==> src/rtl/submod_arbiter_if.sv <==
`default_nettype none
// ============================================================================
// Module   : submod_arbiter_if
// Brief    : Requester-side and shared-resource-side signal bundle for submod_arbiter.
// Revision : 1.0 - initial release
// ============================================================================
interface submod_arbiter_if #(
    parameter int NUM_REQ = 4,
    parameter int DATA_W  = 8
);
    logic [NUM_REQ-1:0]        req_valid;
    logic [NUM_REQ*DATA_W-1:0] req_data;
    logic [NUM_REQ-1:0]        req_ready;
    logic [NUM_REQ-1:0]        rsp_valid;
    logic [DATA_W-1:0]         rsp_data;
    logic                      rsp_timeout;
    logic                      busy;
    logic                      sub_req;
    logic [DATA_W-1:0]         sub_data_in;
    logic [DATA_W-1:0]         sub_data_out;
    logic                      sub_valid;

    // master: the arbiter; slave: requesters plus the shared submod instance
    modport master (
        input  req_valid, req_data, sub_data_out, sub_valid,
        output req_ready, rsp_valid, rsp_data, rsp_timeout, busy, sub_req, sub_data_in
    );

    modport slave (
        output req_valid, req_data, sub_data_out, sub_valid,
        input  req_ready, rsp_valid, rsp_data, rsp_timeout, busy, sub_req, sub_data_in
    );
endinterface
`default_nettype wire

==> src/rtl/submod_arbiter.sv <==
`default_nettype none
// ============================================================================
// Module   : submod_arbiter
// Brief    : Round-robin arbiter/sequencer sharing one submod between NUM_REQ
//            requesters. Optional WAIT timeout under SUBMOD_ARB_TIMEOUT_EN.
// Revision : 1.0 - initial release
// ============================================================================
module submod_arbiter #(
    parameter int NUM_REQ = 4,
    parameter int DATA_W  = 8,
    parameter int TIMEOUT = 15
) (
    input  logic             clk,
    input  logic             rst_n,
    submod_arbiter_if.master bus
);
    localparam int IDX_W = $clog2(NUM_REQ);

    typedef enum logic [1:0] {
        S_IDLE  = 2'd0,
        S_ISSUE = 2'd1,
        S_WAIT  = 2'd2,
        S_RESP  = 2'd3
    } state_t;

    generate
        if (NUM_REQ < 2 || NUM_REQ > 8 || TIMEOUT < 1 || TIMEOUT > 255) begin : g_bad_param
            $error("submod_arbiter: NUM_REQ or TIMEOUT out of range");
        end
    endgenerate

    state_t              state_q, state_d;
    logic [IDX_W-1:0]    rr_ptr_q, rr_ptr_d;
    logic [IDX_W-1:0]    winner_q, winner_d;
    logic [NUM_REQ-1:0]  req_ready_q, req_ready_d;
    logic [NUM_REQ-1:0]  rsp_valid_q, rsp_valid_d;
    logic [DATA_W-1:0]   rsp_data_q, rsp_data_d;
    logic                rsp_timeout_q, rsp_timeout_d;
    logic                busy_q, busy_d;
    logic                sub_req_q, sub_req_d;
    logic [DATA_W-1:0]   sub_data_in_q, sub_data_in_d;

    logic                any_req;
    logic [IDX_W-1:0]    pick;
    logic [DATA_W-1:0]   pick_data;
    logic                timeout_hit;
    int                  idx;

    // Scan offsets from high to low so the lowest offset from rr_ptr wins.
    always_comb begin
        any_req = 1'b0;
        pick    = '0;
        idx     = 0;
        for (int i = NUM_REQ - 1; i >= 0; i--) begin
            idx = int'(rr_ptr_q) + i;
            if (idx >= NUM_REQ) begin
                idx = idx - NUM_REQ;
            end
            if (bus.req_valid[IDX_W'(idx)]) begin
                any_req = 1'b1;
                pick    = IDX_W'(idx);
            end
        end
    end

    always_comb begin
        pick_data = '0;
        for (int j = 0; j < NUM_REQ; j++) begin
            if (pick == IDX_W'(j)) begin
                pick_data = bus.req_data[j*DATA_W +: DATA_W];
            end
        end
    end

`ifdef SUBMOD_ARB_TIMEOUT_EN
    logic [7:0] wait_cnt_q, wait_cnt_d;

    assign timeout_hit = (wait_cnt_q == 8'(TIMEOUT - 1));

    always_comb begin
        wait_cnt_d = '0;
        if (state_q == S_WAIT && !bus.sub_valid && !timeout_hit) begin
            wait_cnt_d = wait_cnt_q + 8'd1;
        end
    end

    always_ff @(posedge clk or negedge rst_n) begin
        if (!rst_n) begin
            wait_cnt_q <= '0;
        end else begin
            wait_cnt_q <= wait_cnt_d;
        end
    end
`else
    assign timeout_hit = 1'b0;
`endif

    // Outputs are computed one state ahead so every port comes straight from a flop.
    always_comb begin
        state_d       = state_q;
        rr_ptr_d      = rr_ptr_q;
        winner_d      = winner_q;
        req_ready_d   = '0;
        rsp_valid_d   = '0;
        rsp_data_d    = '0;
        rsp_timeout_d = 1'b0;
        busy_d        = busy_q;
        sub_req_d     = 1'b0;
        sub_data_in_d = sub_data_in_q;
        case (state_q)
            S_IDLE: begin
                if (any_req) begin
                    state_d            = S_ISSUE;
                    winner_d           = pick;
                    sub_data_in_d      = pick_data;
                    req_ready_d[pick]  = 1'b1;
                    sub_req_d          = 1'b1;
                    busy_d             = 1'b1;
                end
            end
            S_ISSUE: begin
                state_d  = S_WAIT;
                rr_ptr_d = (winner_q == IDX_W'(NUM_REQ - 1)) ? '0 : winner_q + 1'b1;
            end
            S_WAIT: begin
                if (bus.sub_valid) begin
                    state_d               = S_RESP;
                    rsp_valid_d[winner_q] = 1'b1;
                    rsp_data_d            = bus.sub_data_out;
                end else if (timeout_hit) begin
                    state_d               = S_RESP;
                    rsp_valid_d[winner_q] = 1'b1;
                    rsp_timeout_d         = 1'b1;
                end
            end
            S_RESP: begin
                state_d = S_IDLE;
                busy_d  = 1'b0;
            end
            default: begin
                state_d = S_IDLE;
            end
        endcase
    end

    always_ff @(posedge clk or negedge rst_n) begin
        if (!rst_n) begin
            state_q       <= S_IDLE;
            rr_ptr_q      <= '0;
            winner_q      <= '0;
            req_ready_q   <= '0;
            rsp_valid_q   <= '0;
            rsp_data_q    <= '0;
            rsp_timeout_q <= 1'b0;
            busy_q        <= 1'b0;
            sub_req_q     <= 1'b0;
            sub_data_in_q <= '0;
        end else begin
            state_q       <= state_d;
            rr_ptr_q      <= rr_ptr_d;
            winner_q      <= winner_d;
            req_ready_q   <= req_ready_d;
            rsp_valid_q   <= rsp_valid_d;
            rsp_data_q    <= rsp_data_d;
            rsp_timeout_q <= rsp_timeout_d;
            busy_q        <= busy_d;
            sub_req_q     <= sub_req_d;
            sub_data_in_q <= sub_data_in_d;
        end
    end

    assign bus.req_ready   = req_ready_q;
    assign bus.rsp_valid   = rsp_valid_q;
    assign bus.rsp_data    = rsp_data_q;
    assign bus.rsp_timeout = rsp_timeout_q;
    assign bus.busy        = busy_q;
    assign bus.sub_req     = sub_req_q;
    assign bus.sub_data_in = sub_data_in_q;

endmodule
`default_nettype wire
==> src/flat_wrapper.sv <==
// flat-port wrapper written by rule: the top's interface ports become plain ports
module submod_arbiter_flat 
#(
    parameter int NUM_REQ = 4,
    parameter int DATA_W  = 8,
    parameter int TIMEOUT = 15
)
  (clk, rst_n, bus_req_valid, bus_req_data, bus_sub_data_out, bus_sub_valid, bus_req_ready, bus_rsp_valid, bus_rsp_data, bus_rsp_timeout, bus_busy, bus_sub_req, bus_sub_data_in);
  submod_arbiter_if #(.NUM_REQ(NUM_REQ), .DATA_W(DATA_W)) bus_i ();
  input  logic clk;
  input  logic rst_n;
  input wire logic [$bits(bus_i.req_valid)-1:0] bus_req_valid;
  input wire logic [$bits(bus_i.req_data)-1:0] bus_req_data;
  input wire logic [$bits(bus_i.sub_data_out)-1:0] bus_sub_data_out;
  input wire logic [$bits(bus_i.sub_valid)-1:0] bus_sub_valid;
  output wire logic [$bits(bus_i.req_ready)-1:0] bus_req_ready;
  output wire logic [$bits(bus_i.rsp_valid)-1:0] bus_rsp_valid;
  output wire logic [$bits(bus_i.rsp_data)-1:0] bus_rsp_data;
  output wire logic [$bits(bus_i.rsp_timeout)-1:0] bus_rsp_timeout;
  output wire logic [$bits(bus_i.busy)-1:0] bus_busy;
  output wire logic [$bits(bus_i.sub_req)-1:0] bus_sub_req;
  output wire logic [$bits(bus_i.sub_data_in)-1:0] bus_sub_data_in;
  assign bus_i.req_valid = bus_req_valid;
  assign bus_i.req_data = bus_req_data;
  assign bus_i.sub_data_out = bus_sub_data_out;
  assign bus_i.sub_valid = bus_sub_valid;
  assign bus_req_ready = bus_i.req_ready;
  assign bus_rsp_valid = bus_i.rsp_valid;
  assign bus_rsp_data = bus_i.rsp_data;
  assign bus_rsp_timeout = bus_i.rsp_timeout;
  assign bus_busy = bus_i.busy;
  assign bus_sub_req = bus_i.sub_req;
  assign bus_sub_data_in = bus_i.sub_data_in;
  submod_arbiter #(.NUM_REQ(NUM_REQ), .DATA_W(DATA_W), .TIMEOUT(TIMEOUT)) u_core (.clk(clk), .rst_n(rst_n), .bus(bus_i));
endmodule
==> config.mk <==
export PLATFORM = sky130hd
export DESIGN_NAME = submod_arbiter_flat
export DESIGN_NICKNAME = d
export VERILOG_FILES = /design/src/rtl/submod_arbiter_if.sv /design/src/rtl/submod_arbiter.sv /design/src/flat_wrapper.sv
export SDC_FILE = /design/constraint.sdc
export NUM_CORES = 1
export LEC_CHECK = 0
export ABC_AREA = 1
export CORE_MARGIN = 2
export CORE_UTILIZATION = 39
export DETAILED_ROUTE_END_ITERATION = 12
export GPL_ROUTABILITY_DRIVEN = 1
export HOLD_SLACK_MARGIN = 0.08
export PLACE_DENSITY_LB_ADDON = 0.05
export RECOVER_POWER = 50
export SLEW_MARGIN = 20
export SYNTH_ARGS = -nofsm -noshare
export SYNTH_HDL_FRONTEND = slang
export SYNTH_SLANG_ARGS = --single-unit
==> constraint.sdc <==
create_clock -name clk -period 1.65 [get_ports clk]
set_input_delay 0.33 -clock clk [delete_from_list [all_inputs] [get_ports clk]]
set_output_delay 0.33 -clock clk [all_outputs]
set_load 0.02 [all_outputs]
* Word level (Yosys, flattened, before mapping)
Index checks and enable logic that the tools add are counted.
** Cells by class
- Add/subtract/negate cells :: 8
- Multiply operators :: 0
- Div/mod/pow operators :: 0
- Order comparisons :: 12
- Eq/ne operators :: 9
- Shift operators :: 0
- Multiplexer cells :: 46
- Bitwise operators :: 0
- Reduce and logical (&&, ||, !) cells :: 8
** Operators by type and width (number)
- $mux W8 :: 6
- $mux W2 :: 11
- $mux W1 :: 17
- $lt A2 B4 Y1 const B :: 4
- $mux W4 :: 4
- $eq A2 B2 Y1 const B :: 5
- $ge A3 B3 Y1 const B :: 3
- $bmux W1 S2 :: 4
- $pmux W2 S4 :: 1
- $sub A2 B1 Y2 const B :: 4
- $add A2 B2 Y3 const B :: 2
- $lt A2 B3 Y1 const B :: 2
- $reduce_and A2 Y1 :: 3
- $demux W1 S2 :: 2
- $eq A2 B1 Y1 const B :: 2
- $ge A2 B1 Y1 const B :: 2
- $logic_not A2 Y1 :: 2
- $add A2 B1 Y3 const B :: 1
- $ge A2 B3 Y1 const B :: 1
- $add A2 B1 Y2 const B :: 1
- $logic_and A1 B1 Y1 :: 2
- $ne A2 B1 Y1 const B :: 1
- $ne A2 B2 Y1 const B :: 1
- $pmux W1 S2 :: 1
- $reduce_bool A2 Y1 :: 1
** Storage, ports and cells
- Bits in registers :: 32
- Latch bits :: 0
- Memory bits (writable) :: 0
- Memory bits (read-only) :: 0
- Bits of input ports :: 47
- Output and inout bits :: 27
- Memories :: 0

* Longest topological paths before layout
Gate-level depths: netlist of the first run.
- Depth in word-level cells :: 16
- Mapped depth :: 16
- Mapped depth without buffers :: 15

* Worst setup path after synthesis of the first run
Ideal clock, no wire load.
- Path kind :: register -> register
- Start point :: register u_core.rr_ptr_q[0]
- End point :: register u_core.sub_data_in_q[1] (netlist: u_core.bus.sub_data_in[1])
- Setup time :: 0.124 ns
- Arrival :: 1.530 ns
- Slack :: -0.004 ns
- Stages on the path, launching flop included :: 17
- Path buffers :: 2
- Clock period less this slack :: 1.654 ns
- Cells stage by stage :: dfrtp_1 -> buf_6 -> inv_4 -> nand2_1 -> nand2_1 -> nand2_2 -> nand2_1 -> inv_2 -> nand2_2 -> nand2_4 -> nand2_2 -> nand2_2 -> buf_6 -> o21ai_0 -> nand2_1 -> nand2_1 -> nand2_1
** On the way
- Cells in the longest elaborated chain, start to end :: 15
- Elaborated cells on any way between the ends :: 44
- Classes of those cells :: add/sub (7); order compare (4); eq/ne (3); mux (28); reduce/logical (2)
** RTL lines
- start: declaration :: line submod_arbiter.sv:33 : logic [IDX_W-1:0] rr_ptr_q, rr_ptr_d;
- start signal: assignment :: line submod_arbiter.sv:160 : rr_ptr_q <= rr_ptr_d;
- $add A2 B2 Y3 :: line submod_arbiter.sv:55 : idx = int'(rr_ptr_q) + i;
- $ge A3 B3 Y1 / $sub A2 B1 Y2 (equally long branches) :: line submod_arbiter.sv:56, submod_arbiter.sv:57
- $mux W2 :: line submod_arbiter.sv:56 : if (idx >= NUM_REQ) begin
- $bmux W1 S2 :: line submod_arbiter.sv:59 : if (bus.req_valid[IDX_W'(idx)]) begin
- $mux W1 (implied by the code) (2 in a row) :: line submod_arbiter.sv:59
- $mux W2 (4 in a row) :: line submod_arbiter.sv:59
- $logic_not A2 Y1 :: line submod_arbiter.sv:69 : if (pick == IDX_W'(j)) begin
- $mux W8 (4 in a row) :: line submod_arbiter.sv:69
- end signal: assignment :: line submod_arbiter.sv:168 : sub_data_in_q <= sub_data_in_d;
- end: declaration :: line submod_arbiter.sv:41 : logic [DATA_W-1:0] sub_data_in_q, sub_data_in_d;
Several ways; a longest one is shown, not always the timed one. The select of a mux whose other input is x is not followed.
A chain may end at the register's enable or synchronous reset.

* Final worst setup path of the first run
- Start point :: register u_core.rr_ptr_q[0]
- End point :: register u_core.sub_data_in_q[0] (netlist: u_core.bus.sub_data_in[0])
Same word-level chain as after synthesis.

==> results of run 1 <==
critical path: cells and delay by family, from the launching register on:
| kind | cells | cell delay [ns] |
|---|---|---|
| buffers and inverters | 3 | 0.35 |
| and+or+nand+nor | 6 | 0.44 |
| AOI/OAI and AO/OA | 2 | 0.36 |
| DFF | 1 | 0.48 |
path summary, 6_finish.rpt:
path,startpoint,to,depth (start not counted)
max in group asynchronous,rst_n,u_core.rr_ptr_q[0],2
max reg2reg,u_core.rr_ptr_q[0],u_core.bus.sub_data_in[0],11
max,u_core.rr_ptr_q[0],u_core.bus.sub_data_in[0],11
min reg2reg,u_core.bus.busy,u_core.bus.busy,2
min in group asynchronous,rst_n,u_core.bus.busy,2
min,u_core.bus.busy,u_core.bus.busy,2
cell type report:
type | count | area (um2) | area share
multi-input cells | 154 | 935 | 0.320
clock buffers | 6 | 72.6 | 0.0249
flip-flops and latches | 32 | 802 | 0.275
clock inverters | 2 | 35.0 | 0.0120
inverters | 32 | 130 | 0.0446
well taps | 52 | 65.1 | 0.0223
repair buffers | 93 | 880 | 0.301
registers in the layout, indices dropped and copies added, names as in the netlist:
name,flops
u_core.bus.rsp_data,8
u_core.bus.sub_data_in,8
u_core.bus.req_ready,4
u_core.bus.rsp_valid,4
u_core.rr_ptr_q,2
u_core.state_q,2
u_core.winner_q,2
u_core.bus.busy,1
u_core.bus.sub_req,1
through the flow:
stage	power [mW]	hold slack, ns	setup WS [ns]	TNS [ns]
floorplan	3.71	0.0344	0.00506	0
global placement	4.95	0.463	-0.407	-4.94
detailed placement	4.99	0.493	-0.410	-5.34
CTS	5.88	0.452	-0.0919	-0.651
global route	6.43	0.533	-0.230	-2.60
finish	5.91	0.493	-0.101	-0.778
metal layers:
metal,global-route usage,vias to the layer above,part of all wire
met1,0.202,769,0.44
met5,0,-,0
met3,0.0458,5,0.069
met2,0.296,50,0.48
met4,0.0494,0,0.0089
li1,-,878,-
where the power goes:
| part | internal (mW) | switching [mW] | total [mW] |
|---|---|---|---|
| registers | 1.06 | 0.172 | 1.23 |
| logic | 1.72 | 2.23 | 3.95 |
| clock network | 0.448 | 0.280 | 0.727 |
| total | 3.23 | 2.68 | 5.91 |
timing repair:
| item | in CTS | in global routing |
|---|---|---|
| gates cloned | 0 | 0 |
| endpoints found under the hold margin | 0 | 0 |
| endpoints found under the setup margin | 17 | 17 |
| gates resized for setup | 14 | 5 |
| pin swaps | 4 | 1 |
| buffers inserted | 1 | 1 |
cells in the final DEF (no fill, tap or decap):
cell type and count:
nand3_1 5, inv_6 1, inv_4 2, a22oi_1 5
nor2_8 1, a31oi_4 1, nand2_1 52, clkdlybuf4s50_1 71
clkbuf_8 5, clkbuf_1 1, conb_1 1, buf_4 19
inv_2 5, bufinv_16 1, nor2_1 28, o21ai_0 9
nand3_4 1, nand3_2 3, nand2_4 6, a21boi_4 1
nand2_8 2, dfrtp_2 1, ha_1 9, clkbuf_2 1
o21ai_1 7, nand4_1 3, nor2_4 1, dfrtp_1 31
nand2_2 15, inv_1 24, buf_6 1, nor2_2 1
nor3_1 1, dlygate4sd3_1 1, clkinv_2 1, a22oi_2 2
kinds of logic (layout without fill, tap and decap cells):
logic type | after synthesis | after routing
compound gates | 25 | 25
fa+ha+maj | 9 | 9
buf+inv | 36 | 133
flops | 32 | 32
other cells | 1 | 1
simple gates | 119 | 119
==> flow_metrics.py, run 1 <==
metrics = {
    "status": {
        "status": "complete, but fails checks",
        "violations": "negative setup slack",
    },
    "timing": {
        "skew_ns": 0.00538,
        "worst_slack_ns": -0.101,
        "tightest_slew_ns": 0.776,
        "grt_setup_unrepaired": "true",
        "fin_crit_sh": 1.06,
        "drv_slew": 0,
        "setup_viol": 11,
        "slew_headroom": 0.483,
        "min_period_ns": 1.75,
        "hold_viol": 0,
        "fmax_mhz": 571,
    },
    "synth": {
        "synth_area_leaders": "dfrtp_1 (44%), nand2_1 (12%), ha_1 (6.2%)",
        "synth_edf_count": 0,
        "ys_seq_area_frac": 0.437,
        "ys_types": 24,
        "synth_mux_area_frac": 0,
        "synth-main-ff-cell": "dfrtp_1",
        "synth_top_family_by_area": "simple AND/OR/NAND/NOR gates",
        "yosysTopAreaCell": "dfrtp_1",
        "synthCells": 222,
        "netlist.area_leader.share": 0.437,
        "synth_fp_nets": 278,
        "synth.most_common_cell": "nand2_1",
        "synth_adder_area_share": 0.0615,
        "synth-xor-area-share": 0,
        "synth_simple_gate_area_frac": 0.318,
        "synth_seq_cells": 32,
        "synth_common_cells": "nand2_1 (60), dfrtp_1 (32), nor2_1 (29)",
        "synth_area_um2": 1830,
        "yosysWarnings": 0,
        "synth_compound_area_frac": 0.0943,
        "postSynthAreaPerCell_um2": 8.25,
        "async_flop_share": 1.00,
    },
    "job": {
        "drv_cap": 0,
    },
    "power": {
        "peakVddDrop_mv": 1.01,
        "cellLeakagePower_nw": 1.45,
        "powerDensity_nw_per_um2": 2030,
    },
    "setup_path": {
        "slowest_stage": "dfrtp_2",
        "cp.arrival_ns": 1.92,
        "end_kind": "flop",
        "critPathRequiredTime_ns": 1.82,
        "regToRegSetupSlack_ns": -0.10,
        "path_class": "flop to flop",
        "crit_fanout": 8,
        "cp-start-kind": "flop",
        "slowest_delay_ns": 0.48,
        "path_cells": "inv_6 > nand2_1 > nand2_2 > nand2_2 > nand2_4 > nor2_4 > buf_4 > a31oi_4 > inv_2 > a22oi_1 > nand2_1",
    },
    "clocking": {
        "htree_num_levels": 2,
        "clock-sinks": 32,
        "insertion_delay_ns": 0.28,
        "numCtsBuffers": 5,
        "ctsHoldBuffers": 0,
        "tritoncts": "yes",
        "clk_pin_slew_ns": 0.07,
        "clock_path_buffers": 2,
        "cts-root-buf": "clkbuf_8",
    },
    "finish": {
        "fin_cells": 371,
        "layout.nets": 374,
        "fillers": 385,
        "antenna_cells": 0,
        "layout-drive-gt1-share": 0.223,
        "post-route-util": 0.657,
        "syn_to_final_growth_pct": 59.5,
        "final_area_um2": 2920,
    },
    "global_routing": {
        "grt_pass1_vias": 1635,
        "grt_overflow": 0,
        "grt_start_max_net_pins": 33,
        "grt_pass1_wl_um": 7040,
        "grt_usage": 0.169,
        "grt_antenna_before_repair": 0,
    },
    "place": {
        "port_buffers": 72,
        "placed_area_um2": 2760,
        "finalWeightedCongestion": 0.890,
        "place_inst": 361,
        "hpwlAfterDp_um": 3310,
    },
    "floorplan": {
        "start_util": 0.412,
        "rows": 24,
        "core_um2": 4440,
        "die_w_um": 72.5,
        "die-area_um2": 5260,
        "die_h_um": 72.5,
        "ios": 74,
    },
    "drt": {
        "wl_um": 4250,
        "ant_nets": 0,
        "viasPerCell": 4.59,
        "drt_iter0_drc": 37,
        "routedWlPerCell_um": 11.4,
        "drc": 0,
        "num_vias": 1702,
        "drtPass1Iterations": 4,
    },
    "worst_hold_path": {
        "hp-class": "flop to flop",
    },
}
(Power assumes the default switching activity.)
==> inputs of run 2 (changes only) <==
Settings changed: CORE_UTILIZATION 39 to 43.
Clock period 1.65 ns to 1.9 ns, I/O delays scaled along.
==> flow_metrics.py, run 2 (same netlist as run 1, synthesis figures left out) <==
metrics = {
    "finish": {
        "layout.nets": 371,
        "antenna_cells": 0,
        "final_cell_mix": "clkdlybuf4s50_1 (69), nand2_1 (48), dfrtp_1 (30)",
        "layout-drive-gt1-share": 0.254,
        "layout_commonest_cell": "clkdlybuf4s50_1",
        "syn_to_final_growth_pct": 61.2,
    },
    "timing": {
        "slew_headroom": 0.478,
        "fmax_mhz": 554,
        "worst_slack_ns": 0.0958,
        "hold_slack_ns": 0.504,
        "hold_viol": 0,
        "skew_ns": 0.00464,
        "drv_slew": 0,
        "fin_crit_sh": 0.950,
        "min_period_ns": 1.80,
        "setup_viol": 0,
        "setup_tns_ns": 0,
        "tightest_slew_ns": 0.783,
        "grt_setup_unrepaired": "true",
    },
    "floorplan": {
        "ios": 74,
        "die_w_um": 69.2,
        "rows": 23,
        "die_h_um": 69.2,
        "core_um2": 4060,
        "start_util": 0.451,
        "die-area_um2": 4790,
    },
    "setup_path": {
        "slowest_stage": "dfrtp_2",
        "cp.arrival_ns": 2.03,
        "crit_fanout": 8,
        "r2r-end": "u_core.bus.sub_data_in[2]",
        "critPathRequiredTime_ns": 2.12,
        "critPathTopFamily": "simple AND/OR/NAND/NOR gates",
        "reg2reg_depth": 13,
        "regToRegSetupSlack_ns": 0.1,
        "crit_buf_inv": 3,
        "cp-start-kind": "flop",
        "end_kind": "flop",
        "slowest_delay_ns": 0.47,
        "crit_path_frequent_cell": "nand2_1",
        "r2r-start": "u_core.rr_ptr_q[0]",
        "path_cells": "inv_4 > nand2_1 > nand2_2 > nand2_2 > nand2_4 > nor2_4 > buf_12 > a31oi_4 > buf_6 > nand2_8 > nor2_1 > nand2_1 > nand2_1",
        "path_class": "flop to flop",
    },
    "power": {
        "powerDensity_nw_per_um2": 1780,
        "p_sw_mw": 2.41,
        "p_seq_frac": 0.206,
        "switching_share": 0.460,
        "p_int_mw": 2.83,
        "cellLeakagePower_nw": 1.46,
        "peakVddDrop_mv": 1.02,
        "comb_power_share": 0.687,
        "power_frac_clock": 0.107,
    },
    "global_routing": {
        "grt_start_max_net_pins": 33,
        "grt_overflow": 0,
        "grt_pass1_vias": 1594,
        "grt_pass1_wl_um": 7290,
        "grt_usage": 0.190,
        "grt_antenna_before_repair": 0,
    },
    "clocking": {
        "numCtsBuffers": 5,
        "ctsHoldBuffers": 0,
        "tritoncts": "yes",
        "clock-sinks": 32,
        "htree_num_levels": 2,
        "clock_path_buffers": 2,
        "cts-root-buf": "clkbuf_8",
        "clk_pin_slew_ns": 0.06,
        "insertion_delay_ns": 0.28,
    },
    "drt": {
        "wl_um": 4490,
        "drt_iter0_drc": 76,
        "viasPerCell": 4.62,
        "routedWlPerCell_um": 12.3,
        "drtPass1Iterations": 6,
        "ant_nets": 0,
        "num_vias": 1688,
        "drc": 0,
    },
    "worst_hold_path": {
        "min_from": "u_core.bus.sub_data_in[2]",
        "holdPathStages": 2,
        "min_to": "u_core.bus.sub_data_in[2]",
        "hp-class": "flop to flop",
    },
    "job": {
        "drv_cap": 0,
    },
    "status": {
        "status": "completed",
    },
    "place": {
        "dp_slack_ns": -0.252,
        "port_buffers": 72,
        "hpwlAfterDp_um": 3390,
        "finalWeightedCongestion": 0.799,
    },
}
run 2: changes by cell type in the layout (fill, tap and decap cells not counted), sizes merged:
cell,previous run,this run
clkdlybuf4s50,71,69
dlymetal6s2s,0,2
clkbuf,7,8
bufinv,1,0
buf,20,17
clkinv,1,0
run 2: how the worst max path moves through the flow:
stage / slack [ns] / end / cells after the start / start
4_1_cts: 0.06 / u_core.bus.sub_data_in[4] / 14 / u_core.rr_ptr_q[0]
6_report: 0.1 / u_core.bus.sub_data_in[2] / 13 / u_core.rr_ptr_q[0]
2_1_floorplan: 0.25 / u_core.bus.sub_data_in[1] / 16 / u_core.rr_ptr_q[0]
3_3_place_gp: -0.20 / u_core.bus.sub_data_in[1] / 14 / bus_req_valid[0]
3_5_place_dp: -0.25 / u_core.bus.sub_data_in[4] / 14 / bus_req_valid[0]
5_1_grt: -0.05 / u_core.bus.sub_data_in[4] / 11 / u_core.rr_ptr_q[0]
run 2: per-stage QoR:
stage	std cells	area [um2]	power [mW]	utilization
2_1_floorplan	222	1830	3.15	-
3_3_place_gp	353	2700	4.25	0.666
3_5_place_dp	353	2700	4.32	0.666
4_1_cts	360	2800	4.89	0.690
5_1_grt	365	2950	5.69	0.727
6_report	365	2950	5.24	0.727
run 2: layout make-up:
class	count	area [um2]
Fill cell	308	1110
Tap cell	50	62.6
Timing Repair Buffer	90	887
Sequential cell	32	803
Inverter	32	128
Clock buffer	7	96.3
Multi-Input combinational cell	154	975
run 2: routing by layer:
metal | vias to the layer above | wire [um] | global-route usage
li1 | 871 | - | -
met1 | 755 | 1920 | 0.235
met2 | 52 | 2240 | 0.315
met3 | 10 | 243 | 0.0538
met4 | 0 | 88 | 0.0741
met5 | - | 0 | 0
run 2: timing repair:
action / CTS / global route
setup buffers: 0 / 5
resized for setup: 1 / 35
endpoints found under the setup margin: 2 / 8
pin swaps: 0 / 10
run 2: worst register-to-register path, cell delays in order (launching register included):
cell,delay [ns]
dfrtp_2,0.47
inv_4,0.13
nand2_1,0.07
nand2_2,0.08
nand2_2,0.08
nand2_4,0.08
nor2_4,0.05
buf_12,0.12
a31oi_4,0.23
buf_6,0.15
nand2_8,0.08
nor2_1,0.10
nand2_1,0.06
nand2_1,0.06
run 2: power by group through the flow:
stage / Sequential [mW] / Clock [mW] / Combinational [mW]
global route: 1.10 / 0.611 / 3.98
CTS: 1.07 / 0.571 / 3.25
global placement: 1.08 / 0 / 3.17
floorplan: 1.24 / 0 / 1.91
detailed placement: 1.08 / 0 / 3.23
finish: 1.08 / 0.559 / 3.60
